File: config.mk
export PLATFORM = sky130hd
export DESIGN_NAME = pfd_deglitch_filter
export DESIGN_NICKNAME = d
export VERILOG_FILES = /design/src/rtl/pfd_deglitch_pkg.sv /design/src/rtl/pfd_deglitch_channel.sv /design/src/rtl/pfd_deglitch_filter.sv
export SDC_FILE = /design/constraint.sdc
export NUM_CORES = 1
export LEC_CHECK = 0
export CAP_MARGIN = 20
export CORE_MARGIN = 2
export CORE_UTILIZATION = 50
export DETAILED_ROUTE_END_ITERATION = 8
export GPL_ROUTABILITY_DRIVEN = 0
export PLACE_DENSITY = 0.76
export SYNTH_ARGS = -nofsm -noshare
export SYNTH_HDL_FRONTEND = slang
export SYNTH_HIERARCHICAL = 1
export SYNTH_SLANG_ARGS = --single-unit
File: constraint.sdc
create_clock -name clk -period 3.05 [get_ports clk]
set_clock_uncertainty 0.05 [all_clocks]
set_input_delay 0.305 -clock clk [delete_from_list [all_inputs] [get_ports clk]]
set_output_delay 0.305 -clock clk [all_outputs]
set_load 0.02 [all_outputs]
File: src/rtl/pfd_deglitch_pkg.sv
`default_nettype none
// ============================================================================
//  Module      : pfd_deglitch_pkg
//  Description : Shared mode encodings and helper function for the PFD
//                synchroniser / glitch filter.
//  Revision    : 1.0  initial release
// ============================================================================
package pfd_deglitch_pkg;

   // Filter mode encodings; 2'd3 is treated the same as MODE_INT
   localparam logic [1:0] MODE_BYPASS = 2'd0;
   localparam logic [1:0] MODE_MAJ    = 2'd1;
   localparam logic [1:0] MODE_INT    = 2'd2;

   // Two-out-of-three vote
   function automatic logic maj3(input logic a, input logic b, input logic c);
      return (a & b) | (a & c) | (b & c);
   endfunction

endpackage
`default_nettype wire

File: src/rtl/pfd_deglitch_channel.sv
`default_nettype none
// ============================================================================
//  Module      : pfd_deglitch_channel
//  Description : One channel: synchroniser chain, 3-sample history,
//                saturating integrator, filtered level and edge pulses.
//  Revision    : 1.0  initial release
// ============================================================================
module pfd_deglitch_channel #(
   parameter int SYNC_STAGES = 2,
   parameter int CNT_W       = 4
) (
   input  logic             clk,
   input  logic             reset,
   input  logic [1:0]       mode,
   input  logic [CNT_W-1:0] thr_on,
   input  logic [CNT_W-1:0] thr_off,
   input  logic             cfg_err,
   input  logic             sig_in,
   output logic             sig_out,
   output logic             rise,
   output logic             fall
);
   import pfd_deglitch_pkg::*;

   localparam logic [CNT_W-1:0] c_cnt_max = {CNT_W{1'b1}};
   localparam logic [CNT_W-1:0] c_cnt_one = {{(CNT_W-1){1'b0}}, 1'b1};

   logic [SYNC_STAGES-1:0] r_sync;
   logic                   r_s_d1;
   logic                   r_s_d2;
   logic [CNT_W-1:0]       r_cnt;
   logic                   r_sig_out;
   logic                   r_rise;
   logic                   r_fall;

   logic                   w_s;
   logic                   w_maj;
   logic                   w_use_int;
   logic [CNT_W-1:0]       w_cnt_next;
   logic                   w_out_next;

   assign w_s       = r_sync[SYNC_STAGES-1];
   assign w_maj     = maj3(w_s, r_s_d1, r_s_d2);
   // A bad threshold pair demotes the integrator to the majority vote
   assign w_use_int = mode[1] & ~cfg_err;

   // Shift the raw input through the synchroniser chain
   always_ff @(posedge clk or posedge reset) begin
      if (reset) r_sync <= '0;
      else       r_sync <= {r_sync[SYNC_STAGES-2:0], sig_in};
   end

   // Keep the two previous synchronised samples for the majority vote
   always_ff @(posedge clk or posedge reset) begin
      if (reset) begin
         r_s_d1 <= 1'b0;
         r_s_d2 <= 1'b0;
      end else begin
         r_s_d1 <= w_s;
         r_s_d2 <= r_s_d1;
      end
   end

   // Saturating up/down count of the synchronised level, never wraps
   always_comb begin
      w_cnt_next = r_cnt;
      if (w_s && (r_cnt != c_cnt_max))
         w_cnt_next = r_cnt + c_cnt_one;
      else if (!w_s && (r_cnt != '0))
         w_cnt_next = r_cnt - c_cnt_one;
   end

   // Select the next filtered level for the active mode; integrator holds between thresholds
   always_comb begin
      w_out_next = r_sig_out;
      if (mode == MODE_BYPASS)
         w_out_next = w_s;
      else if (!w_use_int)
         w_out_next = w_maj;
      else if (w_cnt_next >= thr_on)
         w_out_next = 1'b1;
      else if (w_cnt_next <= thr_off)
         w_out_next = 1'b0;
   end

   // Register counter, level and the edge pulses derived from the level change
   always_ff @(posedge clk or posedge reset) begin
      if (reset) begin
         r_cnt     <= '0;
         r_sig_out <= 1'b0;
         r_rise    <= 1'b0;
         r_fall    <= 1'b0;
      end else begin
         r_cnt     <= w_cnt_next;
         r_sig_out <= w_out_next;
         r_rise    <= w_out_next & ~r_sig_out;
         r_fall    <= ~w_out_next & r_sig_out;
      end
   end

   assign sig_out = r_sig_out;
   assign rise    = r_rise;
   assign fall    = r_fall;

endmodule
`default_nettype wire

File: src/rtl/pfd_deglitch_filter.sv
`default_nettype none
// ============================================================================
//  Module      : pfd_deglitch_filter
//  Description : N-channel synchroniser and glitch filter for asynchronous
//                PFD UP/DN pulses; shared configuration check.
//  Revision    : 1.0  initial release
// ============================================================================
module pfd_deglitch_filter #(
   parameter int CH          = 2,
   parameter int SYNC_STAGES = 2,
   parameter int CNT_W       = 4
) (
   input  logic             clk,
   input  logic             reset,
   input  logic [1:0]       mode,
   input  logic [CNT_W-1:0] thr_on,
   input  logic [CNT_W-1:0] thr_off,
   input  logic [CH-1:0]    sig_in,
   output logic [CH-1:0]    sig_out,
   output logic [CH-1:0]    rise,
   output logic [CH-1:0]    fall,
   output logic             cfg_err
);
   import pfd_deglitch_pkg::*;

   logic r_cfg_err;

   // Flag a threshold pair without positive hysteresis, re-evaluated every cycle
   always_ff @(posedge clk or posedge reset) begin
      if (reset) r_cfg_err <= 1'b0;
      else       r_cfg_err <= (thr_on <= thr_off);
   end

   assign cfg_err = r_cfg_err;

   generate
      for (genvar i = 0; i < CH; i++) begin : g_ch
         pfd_deglitch_channel #(
            .SYNC_STAGES (SYNC_STAGES),
            .CNT_W       (CNT_W)
         ) u_channel (
            .clk     (clk),
            .reset   (reset),
            .mode    (mode),
            .thr_on  (thr_on),
            .thr_off (thr_off),
            .cfg_err (r_cfg_err),
            .sig_in  (sig_in[i]),
            .sig_out (sig_out[i]),
            .rise    (rise[i]),
            .fall    (fall[i])
         );
      end
   endgenerate

endmodule
`default_nettype wire

## After elaboration in Yosys (flattened, before gate mapping)

Index checks and enable logic that the tools add are counted.

| word-level totals | value |
|---|---|
| flip-flop bits (word level) | 23 |
| input bits | 14 |

| operators by class | value |
|---|---|
| $add $sub $neg | 4 |
| order comparisons | 5 |
| equal/unequal tests | 2 |
| multiplexer cells | 12 |
| bitwise operators | 20 |
| reductions and logical operators | 9 |

Operator list:

| operator | number |
|---|---|
| two-way mux 4 bit | 4 |
| less-or-equal comparator 4 bit | 3 |
| AND 1 bit | 11 |
| adder 4 x 1 -> 4 bit (second input constant) | 2 |
| >= comparator 4 bit | 2 |
| two-way mux 1 bit | 8 |
| != test 4 bit (second input constant) | 2 |
| nonzero test 4 bit | 2 |
| subtractor 4 x 1 -> 4 bit (second input constant) | 2 |
| NOT 1 bit | 5 |
| logical AND 1 bit | 4 |
| OR 1 bit | 4 |
| logical NOT 1 bit | 2 |
| logical NOT 2 bit | 1 |

## Longest topological paths before layout

Gate-level depths: netlist of the first run.

| depth | value |
|---|---|
| depth in word-level cells | 11 |
| mapped depth | 11 |
| mapped depth without buffers | 11 |

## By module

The synthesis of the first run kept the hierarchy.

Modules (own cells, without submodules):

| module | instances | cells each | area an instance (um^2) | sequential area each (um^2) |
|---|---|---|---|---|
| pfd_deglitch_channel | 2 | 71 | 691.9 | 275.3 |
| pfd_deglitch_filter | 1 | 15 | 128.9 | 25.0 |

## Worst setup path before layout of the first run

Ideal clock, no wire load.

| path | value |
|---|---|
| kind | register to register |
| start point | reg g_ch[0].u_channel.r_cnt[0] |
| end point | reg g_ch[0].u_channel.r_fall |
| library setup time | 0.120 ns |
| arrival time | 2.039 ns |
| required time | 2.880 ns |
| setup slack | 0.841 ns |
| cell stages (with the launch flop) | 11 |
| buffers on the path | 0 |
| cells stage by stage | dfrtp_1 > inv_1 > ha_1 > a21oi_1 > a2bb2oi_1 > xnor2_1 > ha_1 > nand4_1 > nand2_1 > a21o_1 > a31o_2 |

| on the way | value |
|---|---|
| longest elaborated chain between the ends | 11 |
| elaborated cells on any way between the ends | 16 |
| those cells by class | add/sub (2); order compare (2); eq/ne (1); mux (6); bitwise (2); reduce/logical (3) |

RTL lines:

| element | RTL line | RTL |
|---|---|---|
| start, declared | pfd_deglitch_channel.sv:31 | `logic [CNT_W-1:0] r_cnt;` |
| start signal, assigned | pfd_deglitch_channel.sv:94 | `r_cnt <= w_cnt_next;` |
| branches (longest 3 deep; another with subtractor 4 x 1 -> 4 bit) | - |  |
| two-way mux 4 bit (*) | pfd_deglitch_channel.sv:67 | `if (w_s && (r_cnt != c_cnt_max))` |
| named net g_ch[0].u_channel.w_cnt_next[3] | pfd_deglitch_channel.sv:39 | `logic [CNT_W-1:0] w_cnt_next;` |
| less-or-equal comparator 4 bit | pfd_deglitch_channel.sv:82 | `else if (w_cnt_next <= thr_off)` |
| two-way mux 1 bit | pfd_deglitch_channel.sv:82 |  |
| two-way mux 1 bit (*) | pfd_deglitch_channel.sv:80 | `else if (w_cnt_next >= thr_on)` |
| two-way mux 1 bit (*) | pfd_deglitch_channel.sv:78 | `else if (!w_use_int)` |
| two-way mux 1 bit (*) | pfd_deglitch_channel.sv:76 | `if (mode == MODE_BYPASS)` |
| NOT 1 bit (*) | pfd_deglitch_channel.sv:97 | `r_fall <= ~w_out_next & r_sig_out;` |
| AND 1 bit (*) | pfd_deglitch_channel.sv:97 |  |
| end signal, assigned | pfd_deglitch_channel.sv:97 |  |
| end, declared | pfd_deglitch_channel.sv:34 | `logic r_fall;` |

Mark *: on every way through the listed nets, which the timed path passes.

## Worst setup path in the final report of the first run

| path | value |
|---|---|
| start point | reg g_ch[1].u_channel.r_cnt[0] |
| end point | reg g_ch[1].u_channel.r_sig_out |

| on the way | value |
|---|---|
| longest elaborated chain between the ends | 9 |
| elaborated cells on any way between the ends | 14 |
| those cells by class | add/sub (2); order compare (2); eq/ne (1); mux (6); reduce/logical (3) |

RTL lines:

| element | RTL line | RTL |
|---|---|---|
| start, declared | pfd_deglitch_channel.sv:31 |  |
| start signal, assigned | pfd_deglitch_channel.sv:94 |  |
| branches (longest 3 deep; another with subtractor 4 x 1 -> 4 bit) | - |  |
| two-way mux 4 bit (*) | pfd_deglitch_channel.sv:67 |  |
| named net g_ch[1].u_channel.w_cnt_next[3] | pfd_deglitch_channel.sv:39 |  |
| less-or-equal comparator 4 bit | pfd_deglitch_channel.sv:82 |  |
| two-way mux 1 bit | pfd_deglitch_channel.sv:82 |  |
| two-way mux 1 bit (*) | pfd_deglitch_channel.sv:80 |  |
| two-way mux 1 bit (*) | pfd_deglitch_channel.sv:78 |  |
| two-way mux 1 bit (*) | pfd_deglitch_channel.sv:76 |  |
| named net g_ch[1].u_channel.w_out_next | pfd_deglitch_channel.sv:40 | `logic w_out_next;` |
| end signal, assigned | pfd_deglitch_channel.sv:95 | `r_sig_out <= w_out_next;` |
| end, declared | pfd_deglitch_channel.sv:32 | `logic r_sig_out;` |

Marks and branches as above.

==> flow_summary.ini, run 1 <==
[floorplanning]
die-area_um2 = 3480
core-area_um2 = 2810
fp.dieW_um = 59.0
num_rows = 19
die_h_um = 59.0
io_pins = 21
initial_core_util = 0.539

[yosys]
syn_nets = 195
synthArstFlopShare = 1.00
syn_area_per_cell_um2 = 9.64
syn_inst = 157
ys_warn_count = 6
synth_area_leaders = dfrtp_1 38%, ha_1 20%, inv_1 5.7%
seq_area_frac_synth = 0.380
synth.largest_area_cell = dfrtp_1
netlist.area_leader.share = 0.380
yosysMostFrequentCell = ha_1
synth-main-ff-cell = dfrtp_1
synth_area_um2 = 1510
yosys-top-cells-count = 24 x ha_1, 23 x dfrtp_1, 23 x inv_1
synth_edf_count = 0
synth.distinct_cells = 26
ys_seq_elements = 23

[power]
power.density_nw_per_um2 = 809
internal-power_mw = 0.819
power.share.clock = 0.099
power_frac_comb = 0.555
irDropWorstVdd_uv = 400
p_sw_frac = 0.428
p_seq_frac = 0.346
p_leak_nw = 0.895
p_sw_mw = 0.612

[route]
final_antenna_net_count = 0
vias = 1196
finalWirelength_um = 3120
drc = 0
wl_per_cell_um = 14.9
firstDrtPassIters = 4
drt-initial-drc-count = 28
avgViaCountPerCell = 5.70

[clock_tree]
htreeDepth = 1
path_clk_slew_ns = 0.14
cts.path.max_buffers = 2
hold_buffers = 0
cts_buffers = 3
clock-sinks = 23
cts_setup_buffers = 0
clk_latency_ns = 0.31
cts_resized = 0
cts_tree = done
ctsRootBufferMaster = clkbuf_4

[place]
hpwl_um = 2530
port_buffers = 20
post-place-ws_ns = 0.506

[sta]
finalHoldViolCount = 0
slew_headroom = 0.692
drv_slew = 0
period_needed_ns = 2.56
hold_slack_ns = 0.106
finalSetupViolCount = 0
max_freq_mhz = 390
setup_tns_ns = 0
min_period_over_period = 0.840
worst_pin_slew_ns = 0.462
fin_ws_ns = 0.489
rsz0062_at_grt = no

[final_layout]
nNetsFinal = 218
final_util = 0.631
syn2layout_area_growth_pct = 17.0
diodes = 0
drive_above_1_share = 0.0447

[worst_setup_path]
max_stage_delay_ns = 0.45
worst_ep_arrival_time_ns = 2.69
path_buf_inv = 1
cp_top_family = compound AO/OA/AOI/OAI gates
r2r_slack_ns = 0.49
slowest_stage = dfrtp_1
crit_type = reg -> reg
crit_path_start_kind = flop
crit_required_ns = 3.18
path_max_fanout = 5
path_cells = inv_1 > ha_1 > a21oi_1 > a2bb2oi_1 > xnor2_1 > ha_1 > a211oi_1 > nand2_1 > nor2_1 > a21oi_1
endpoint_kind = flop

[hold_path]
hold_class = in -> async

[flow_run]
drv_cap = 0

[grt]
grt_pass1_wl_um = 5480
grt.overflow.total = 0
grt_pass1_vias = 1259
antenna_found_initial = 0
grt_max_degree = 14
grt_usage = 0.211

[status]
status = complete, no violations
==> through the flow <==
step | instance area [um^2] | std cells | power (mW)
finish | 1770 | 210 | 1.43
global route | 1770 | 210 | 1.58
CTS | 1770 | 210 | 1.44
detailed placement | 1740 | 206 | 1.29
global placement | 1740 | 206 | 1.22
floorplan | 1510 | 157 | 1.07
==> cell type report <==
| type | count | area (um^2) |
|---|---|---|
| inverter | 23 | 86.3 |
| clock buffer | 3 | 22.5 |
| timing repair buffer | 20 | 200 |
| sequential | 23 | 576 |
| clock inverter | 1 | 5.00 |
| fill | 243 | 1040 |
| tap | 31 | 38.8 |
| multi-input combinational | 109 | 841 |
==> final timing paths <==
check / from / endpoint / cells past startpoint
worst max-delay path: g_ch[1].u_channel/r_cnt[0]$_DFF_PP0_ / g_ch[1].u_channel/sig_out$_DFF_PP0_ / 10
worst min-delay path: reset / cfg_err$_DFF_PP0_ / 2
worst max register to register: g_ch[1].u_channel/r_cnt[0]$_DFF_PP0_ / g_ch[1].u_channel/sig_out$_DFF_PP0_ / 10
worst min register to register: g_ch[1].u_channel/r_sync[0]$_DFF_PP0_ / g_ch[1].u_channel/r_sync[1]$_DFF_PP0_ / 0
max in group asynchronous: reset / g_ch[0].u_channel/r_s_d2$_DFF_PP0_ / 2
min in group clk: g_ch[1].u_channel/r_sync[0]$_DFF_PP0_ / g_ch[1].u_channel/r_sync[1]$_DFF_PP0_ / 0
==> cells by family (layout without fill, tap and decap cells) <==
logic type / after synthesis / count (layout) / synth area share
buf+inv: 25 / 47 / 0.0637
fa+ha+maj: 24 / 24 / 0.199
simple gates: 34 / 34 / 0.109
flops: 23 / 23 / 0.380
compound gates: 41 / 41 / 0.187
mux: 4 / 4 / 0.0265
xor+xnor: 6 / 6 / 0.0347
==> flip-flops by register name, indices dropped and copies added, names as in the netlist <==
register                count
g_ch.u_channel/r_sync       4
g_ch.u_channel/sig_out      2
g_ch.u_channel/rise         2
g_ch.u_channel/r_cnt        8
g_ch.u_channel/r_s_d2       2
g_ch.u_channel/r_s_d1       2
g_ch.u_channel/fall         2
cfg_err                     1
==> placed cells by master (no fill, tap or decap) <==
master / instances
clkbuf_4: 3
a21bo_2: 2
nand4_1: 3
mux2i_1: 4
a21oi_1: 12
a21o_1: 7
nor2b_1: 3
and2_1: 2
inv_1: 23
clkinv_2: 1
o211a_1: 1
clkdlybuf4s50_1: 20
xnor2_1: 6
o211ai_1: 4
nand3_1: 4
nand3b_1: 2
o21bai_1: 2
a2bb2oi_1: 2
nor2_1: 8
o21ai_0: 4
ha_1: 24
a211oi_1: 2
a222oi_1: 2
a31o_2: 2
o21ai_1: 1
nand2_1: 8
dfrtp_1: 23
nor3_1: 4
==> metal layers <==
| metal | vias up | GRT usage | routed length [um] |
|---|---|---|---|
| met2 | 37 | 0.384 | 1600 |
| met4 | 0 | 0.0390 | 13 |
| met1 | 562 | 0.250 | 1330 |
| met3 | 2 | 0.0546 | 177 |
| met5 | - | 0 | 0 |
| li1 | 595 | - | - |
==> power groups by stage <==
stage | sequential (mW) | clock [mW] | combinational, mW
finish | 0.495 | 0.142 | 0.794
global route | 0.509 | 0.163 | 0.909
CTS | 0.493 | 0.149 | 0.795
detailed placement | 0.498 | 0 | 0.788
global placement | 0.489 | 0 | 0.729
floorplan | 0.493 | 0 | 0.575
No activity file was read; power rests on OpenSTA's default activity.
==> run 2, diff against run 1 <==
Clock period 3.05 ns to 2.55 ns, I/O delays scaled along.
==> run 2 against run 1 <==
  * Sequential power increased by 19%
  * Combinational power increased by 36%
  * Final cell count increased by 1.9%
  * Sequential cell count unchanged
  * Register-to-register slack got worse by 0.34 ns
  * Critical endpoint unchanged
==> flow_summary.ini, run 2 (synthesis results as in run 1) <==
[hold_path]
hold_class = in -> async

[place]
port_buffers = 20
placed_cell_area_um2 = 1740
placed_cells = 206
hpwl_um = 2530

[worst_setup_path]
slowest_stage = dfrtp_2
cp_top_family = adder cells
max_stage_delay_ns = 0.46
worst_ep_arrival_time_ns = 2.53
endpoint_kind = flop
crit_path_start_kind = flop
crit_required_ns = 2.68
path_max_fanout = 5
path_cells = ha_2 > nand3_1 > nand2_1 > a2bb2oi_1 > xnor2_1 > ha_1 > a211oi_2 > nand2_1 > nor2_2 > a21oi_1
path_buf_inv = 0
cp_common_cell = nand2_1
crit_type = reg -> reg

[power]
p_sw_frac = 0.424
p_seq_frac = 0.320
power.total_mw = 1.84
power_frac_comb = 0.588
power.density_nw_per_um2 = 1000
power.share.clock = 0.092
p_sw_mw = 0.782
p_leak_nw = 0.907
irDropWorstVdd_uv = 527
internal-power_mw = 1.06

[final_layout]
nNetsFinal = 222
final_common_cell = inv_1
syn2layout_area_growth_pct = 21.3
drive_above_1_share = 0.126
n_fill_cell = 236
diodes = 0
final_cell_mix = 23 x inv_1, 22 x ha_1, 22 x dfrtp_1, 20 x clkdlybuf4s50_1, 10 x a21oi_1
finalNonFillerCells = 214
reg_top3 = g_ch.u_channel/r_cnt: 8 flops, g_ch.u_channel/r_sync: 4 flops
fin_area_um2 = 1840
top_register = g_ch.u_channel/r_cnt
largest_reg_flops = 8

[status]
status = complete, no violations

[route]
finalWirelength_um = 3240
wl_per_cell_um = 15.1
drc = 0
drt-initial-drc-count = 26
firstDrtPassIters = 4
vias = 1207
final_antenna_net_count = 0
avgViaCountPerCell = 5.64

[grt]
grt_pass1_vias = 1259
grt_usage = 0.211
grt.overflow.total = 0
grt_max_degree = 14
grt_pass1_wl_um = 5480
antenna_found_initial = 0

[flow_run]
drv_cap = 0

[sta]
hold_slack_ns = 0.0560
drv_slew = 0
finalHoldViolCount = 0
min_period_over_period = 0.941
worst_pin_slew_ns = 0.466
max_freq_mhz = 417
finalSetupViolCount = 0
period_needed_ns = 2.40
setup_tns_ns = 0
slew_headroom = 0.689

[clock_tree]
path_clk_slew_ns = 0.14
ctsRootBufferMaster = clkbuf_4
cts_buffers = 3
cts_tree = done
clk_latency_ns = 0.32
clock-sinks = 23
cts.path.max_buffers = 2
htreeDepth = 1

[floorplanning]
num_rows = 19
initial_core_util = 0.539
die-area_um2 = 3480
die_h_um = 59.0
fp.dieW_um = 59.0
io_pins = 21
core-area_um2 = 2810
==> run 2: final timing paths <==
path | cells after the start | start | slack, ns | to
max reg2reg | 10 | g_ch[1].u_channel/r_cnt[0]$_DFF_PP0_ | 0.15 | g_ch[1].u_channel/sig_out$_DFF_PP0_
max | 10 | g_ch[1].u_channel/r_cnt[0]$_DFF_PP0_ | 0.15 | g_ch[1].u_channel/sig_out$_DFF_PP0_
min in group clk | 0 | g_ch[1].u_channel/r_sync[0]$_DFF_PP0_ | 0.32 | g_ch[1].u_channel/r_sync[1]$_DFF_PP0_
min reg2reg | 0 | g_ch[1].u_channel/r_sync[0]$_DFF_PP0_ | 0.32 | g_ch[1].u_channel/r_sync[1]$_DFF_PP0_
max in group asynchronous | 2 | reset | 1.91 | g_ch[0].u_channel/r_s_d2$_DFF_PP0_
min | 2 | reset | 0.06 | cfg_err$_DFF_PP0_
==> run 2: metal layers <==
layer,part of all wire,GRT usage,vias up
li1,-,-,602
met3,0.047,0.0546,4
met2,0.52,0.384,31
met5,0,0,-
met4,0.0090,0.0390,0
met1,0.43,0.250,570
==> run 2: layout make-up <==
cell class	instances	area [um^2]	share of cell area
clock buffer	3	22.5	0.0123
clock inverter	1	5.00	0.00273
inverter	23	86.3	0.0470
multi-input combinational	109	876	0.477
sequential	23	577	0.314
tap	31	38.8	0.0211
timing repair buffer	24	230	0.125
==> run 2: repair_timing <==
action | CTS | global route
buffers inserted | 0 | 4
endpoints found under the setup margin | 2 | 6
hold buffers | 0 | 0
gates resized for setup | 1 | 10
pin swaps | 0 | 4
==> run 2: worst reg2reg max path, cell delays in order, from the launching register on <==
cell and delay [ns]:
dfrtp_2 0.46, ha_2 0.20, nand3_1 0.10, nand2_1 0.10
a2bb2oi_1 0.18, xnor2_1 0.28, ha_1 0.31, a211oi_2 0.25
nand2_1 0.09, nor2_2 0.17, a21oi_1 0.08
==> run 2: metrics by stage <==
step | utilization | worst slack (ns)
final | 0.654 | 0.151
after global routing | 0.654 | -0.00629
after CTS | 0.632 | 0.0466
after detailed placement | 0.621 | 0.00556
after global placement | 0.621 | 0.172
after floorplan | - | 0.341
==> run 2: power groups by stage <==
stage	clock network, mW	logic, mW	registers (mW)
global placement	0	0.872	0.585
finish	0.170	1.08	0.590
CTS	0.178	0.956	0.590
global route	0.196	1.21	0.606
detailed placement	0	0.943	0.596
floorplan	0	0.687	0.589
==> run 3, diff against run 2 <==
Settings changed: CTS_BUF_LIST set to sky130_fd_sc_hd__clkbuf_8.
==> run 3 against run 2 <==
  * Hold slack improved by 0.060 ns
  * Register-to-register slack improved by 0.02 ns
  * Count of clock-buffer cells in the layout did not move
  * Largest power group unchanged
  * Highest routed layer unchanged
==> flow_summary.ini, run 3 (synthesis results as in run 1) <==
[final_layout]
final_common_cell = inv_1
final_cell_mix = 23 x inv_1, 22 x ha_1, 22 x dfrtp_1, 20 x clkdlybuf4s50_1, 10 x a21oi_1
reg_top3 = g_ch.u_channel/r_cnt: 8 flops, g_ch.u_channel/r_sync: 4 flops
drive_above_1_share = 0.131
syn2layout_area_growth_pct = 23.2
fin_area_um2 = 1860
largest_reg_flops = 8
diodes = 0
top_register = g_ch.u_channel/r_cnt
nNetsFinal = 222

[power]
p_seq_frac = 0.310
p_sw_mw = 0.796
power.share.clock = 0.119
p_leak_nw = 0.921
power.density_nw_per_um2 = 1030
power_frac_comb = 0.571
p_sw_frac = 0.416
internal-power_mw = 1.12
irDropWorstVdd_uv = 529

[place]
post-place-ws_ns = 0.00556
placed_cell_area_um2 = 1740
port_buffers = 20
hpwl_um = 2530

[clock_tree]
cts_tree = done
path_clk_slew_ns = 0.09
cts_buffers = 3
ctsRootBufferMaster = clkbuf_8
hold_buffers = 0
htreeDepth = 1
cts.path.max_buffers = 2
clock-sinks = 23
clk_latency_ns = 0.27

[worst_setup_path]
endpoint = g_ch[0].u_channel/fall$_DFF_PP0_
worst_ep_arrival_time_ns = 2.49
crit_required_ns = 2.65
r2r-start = g_ch[0].u_channel/r_cnt[1]$_DFF_PP0_
critPathLaunch = g_ch[0].u_channel/r_cnt[1]$_DFF_PP0_
path_max_fanout = 5
r2r_slack_ns = 0.17
endpoint_kind = flop
reg2reg_to = g_ch[0].u_channel/fall$_DFF_PP0_
rr_worst_depth = 10
crit_path_start_kind = flop
crit_type = reg -> reg

[floorplanning]
io_pins = 21
die-area_um2 = 3480
initial_core_util = 0.539
core-area_um2 = 2810
die_h_um = 59.0
num_rows = 19
fp.dieW_um = 59.0

[sta]
slew_headroom = 0.690
worst_pin_slew_ns = 0.465
finalHoldViolCount = 0
finalSetupViolCount = 0
max_freq_mhz = 420
fin_ws_ns = 0.168
min_period_over_period = 0.934
period_needed_ns = 2.38
drv_slew = 0

[route]
finalWirelength_um = 3290
wl_met1_um = 1440
avgViaCountPerCell = 5.68
routed.top_layer = met4
route.met2.wl_um = 1680
drc = 0
wl_met3_um = 147
vias = 1215
firstDrtPassIters = 5
final_antenna_net_count = 0
wl_per_cell_um = 15.4
drt-initial-drc-count = 20

[grt]
grt_usage = 0.212
grt_pass1_vias = 1260
grt_pass1_wl_um = 5490
antenna_found_initial = 0
grt_max_degree = 14
grt.overflow.total = 0

[status]
status = complete, no violations

[flow_run]
drv_cap = 0

[hold_path]
hold_class = in -> async
-- run 3: cell counts in the layout (fill, tap and decap cells not counted) --
No cell type changed its count.
-- run 3: timing repair --
item	4_1_cts	5_1_grt
buffers inserted	0	4
pin swaps	0	5
setup endpoints to repair	2	6
gates resized for setup	1	11
-- run 3: through the flow --
step                      std cells  utilization  hold slack, ns  TNS (ns)  power [mW]
after global routing            214        0.664           0.131   -0.0414        2.08
after floorplan                 157            -         -0.0663         0        1.28
final                           214        0.664           0.116         0        1.92
after CTS                       210        0.639           0.116         0        1.78
after detailed placement        206        0.621           0.286         0        1.54
after global placement          206        0.621           0.285         0        1.46
-- run 3: cell type report --
| type | instances | area [um^2] |
|---|---|---|
| Clock buffer | 3 | 41.3 |
| Tap cell | 31 | 38.8 |
| Timing Repair Buffer | 24 | 230 |
| Sequential cell | 23 | 577 |
| Fill cell | 231 | 942 |
| Inverter | 23 | 86.3 |
| Multi-Input combinational cell | 109 | 885 |
| Clock inverter | 1 | 5.00 |
-- run 3: metal layers --
| layer | GRT usage | vias to the layer above |
|---|---|---|
| li1 | - | 608 |
| met1 | 0.246 | 577 |
| met2 | 0.390 | 26 |
| met3 | 0.0546 | 4 |
| met4 | 0.0487 | 0 |
| met5 | 0 | - |
-- run 3: worst max-delay path, cell delays in order, from the launching register on --
cell and delay [ns]:
dfrtp_1 0.42, inv_1 0.09, ha_1 0.22, a21oi_2 0.24
a21oi_1 0.12, xnor2_1 0.28, ha_1 0.29, nand4_1 0.09
nand2_1 0.06, a21o_1 0.17, a31o_2 0.25
-- run 3: worst min-delay path by stage --
stage	start	endpoint	slack (ns)	depth (start not counted)
5_1_grt	reset	cfg_err$_DFF_PP0_	0.13	2
4_1_cts	reset	cfg_err$_DFF_PP0_	0.12	2
3_3_place_gp	g_ch[1].u_channel/r_sync[0]$_DFF_PP0_	g_ch[1].u_channel/r_sync[1]$_DFF_PP0_	0.29	0
2_1_floorplan	reset	cfg_err$_DFF_PP0_	-0.07	1
6_report	reset	cfg_err$_DFF_PP0_	0.12	2
3_5_place_dp	g_ch[0].u_channel/r_sync[0]$_DFF_PP0_	g_ch[0].u_channel/r_sync[1]$_DFF_PP0_	0.29	0
-- run 3: power by group through the flow --
stage          Clock (mW)  Combinational (mW)  Sequential (mW)
6_report            0.228                1.09            0.595
5_1_grt             0.250                1.22            0.609
4_1_cts             0.237               0.956            0.591
3_5_place_dp            0               0.943            0.596
3_3_place_gp            0               0.872            0.585
2_1_floorplan           0               0.687            0.589
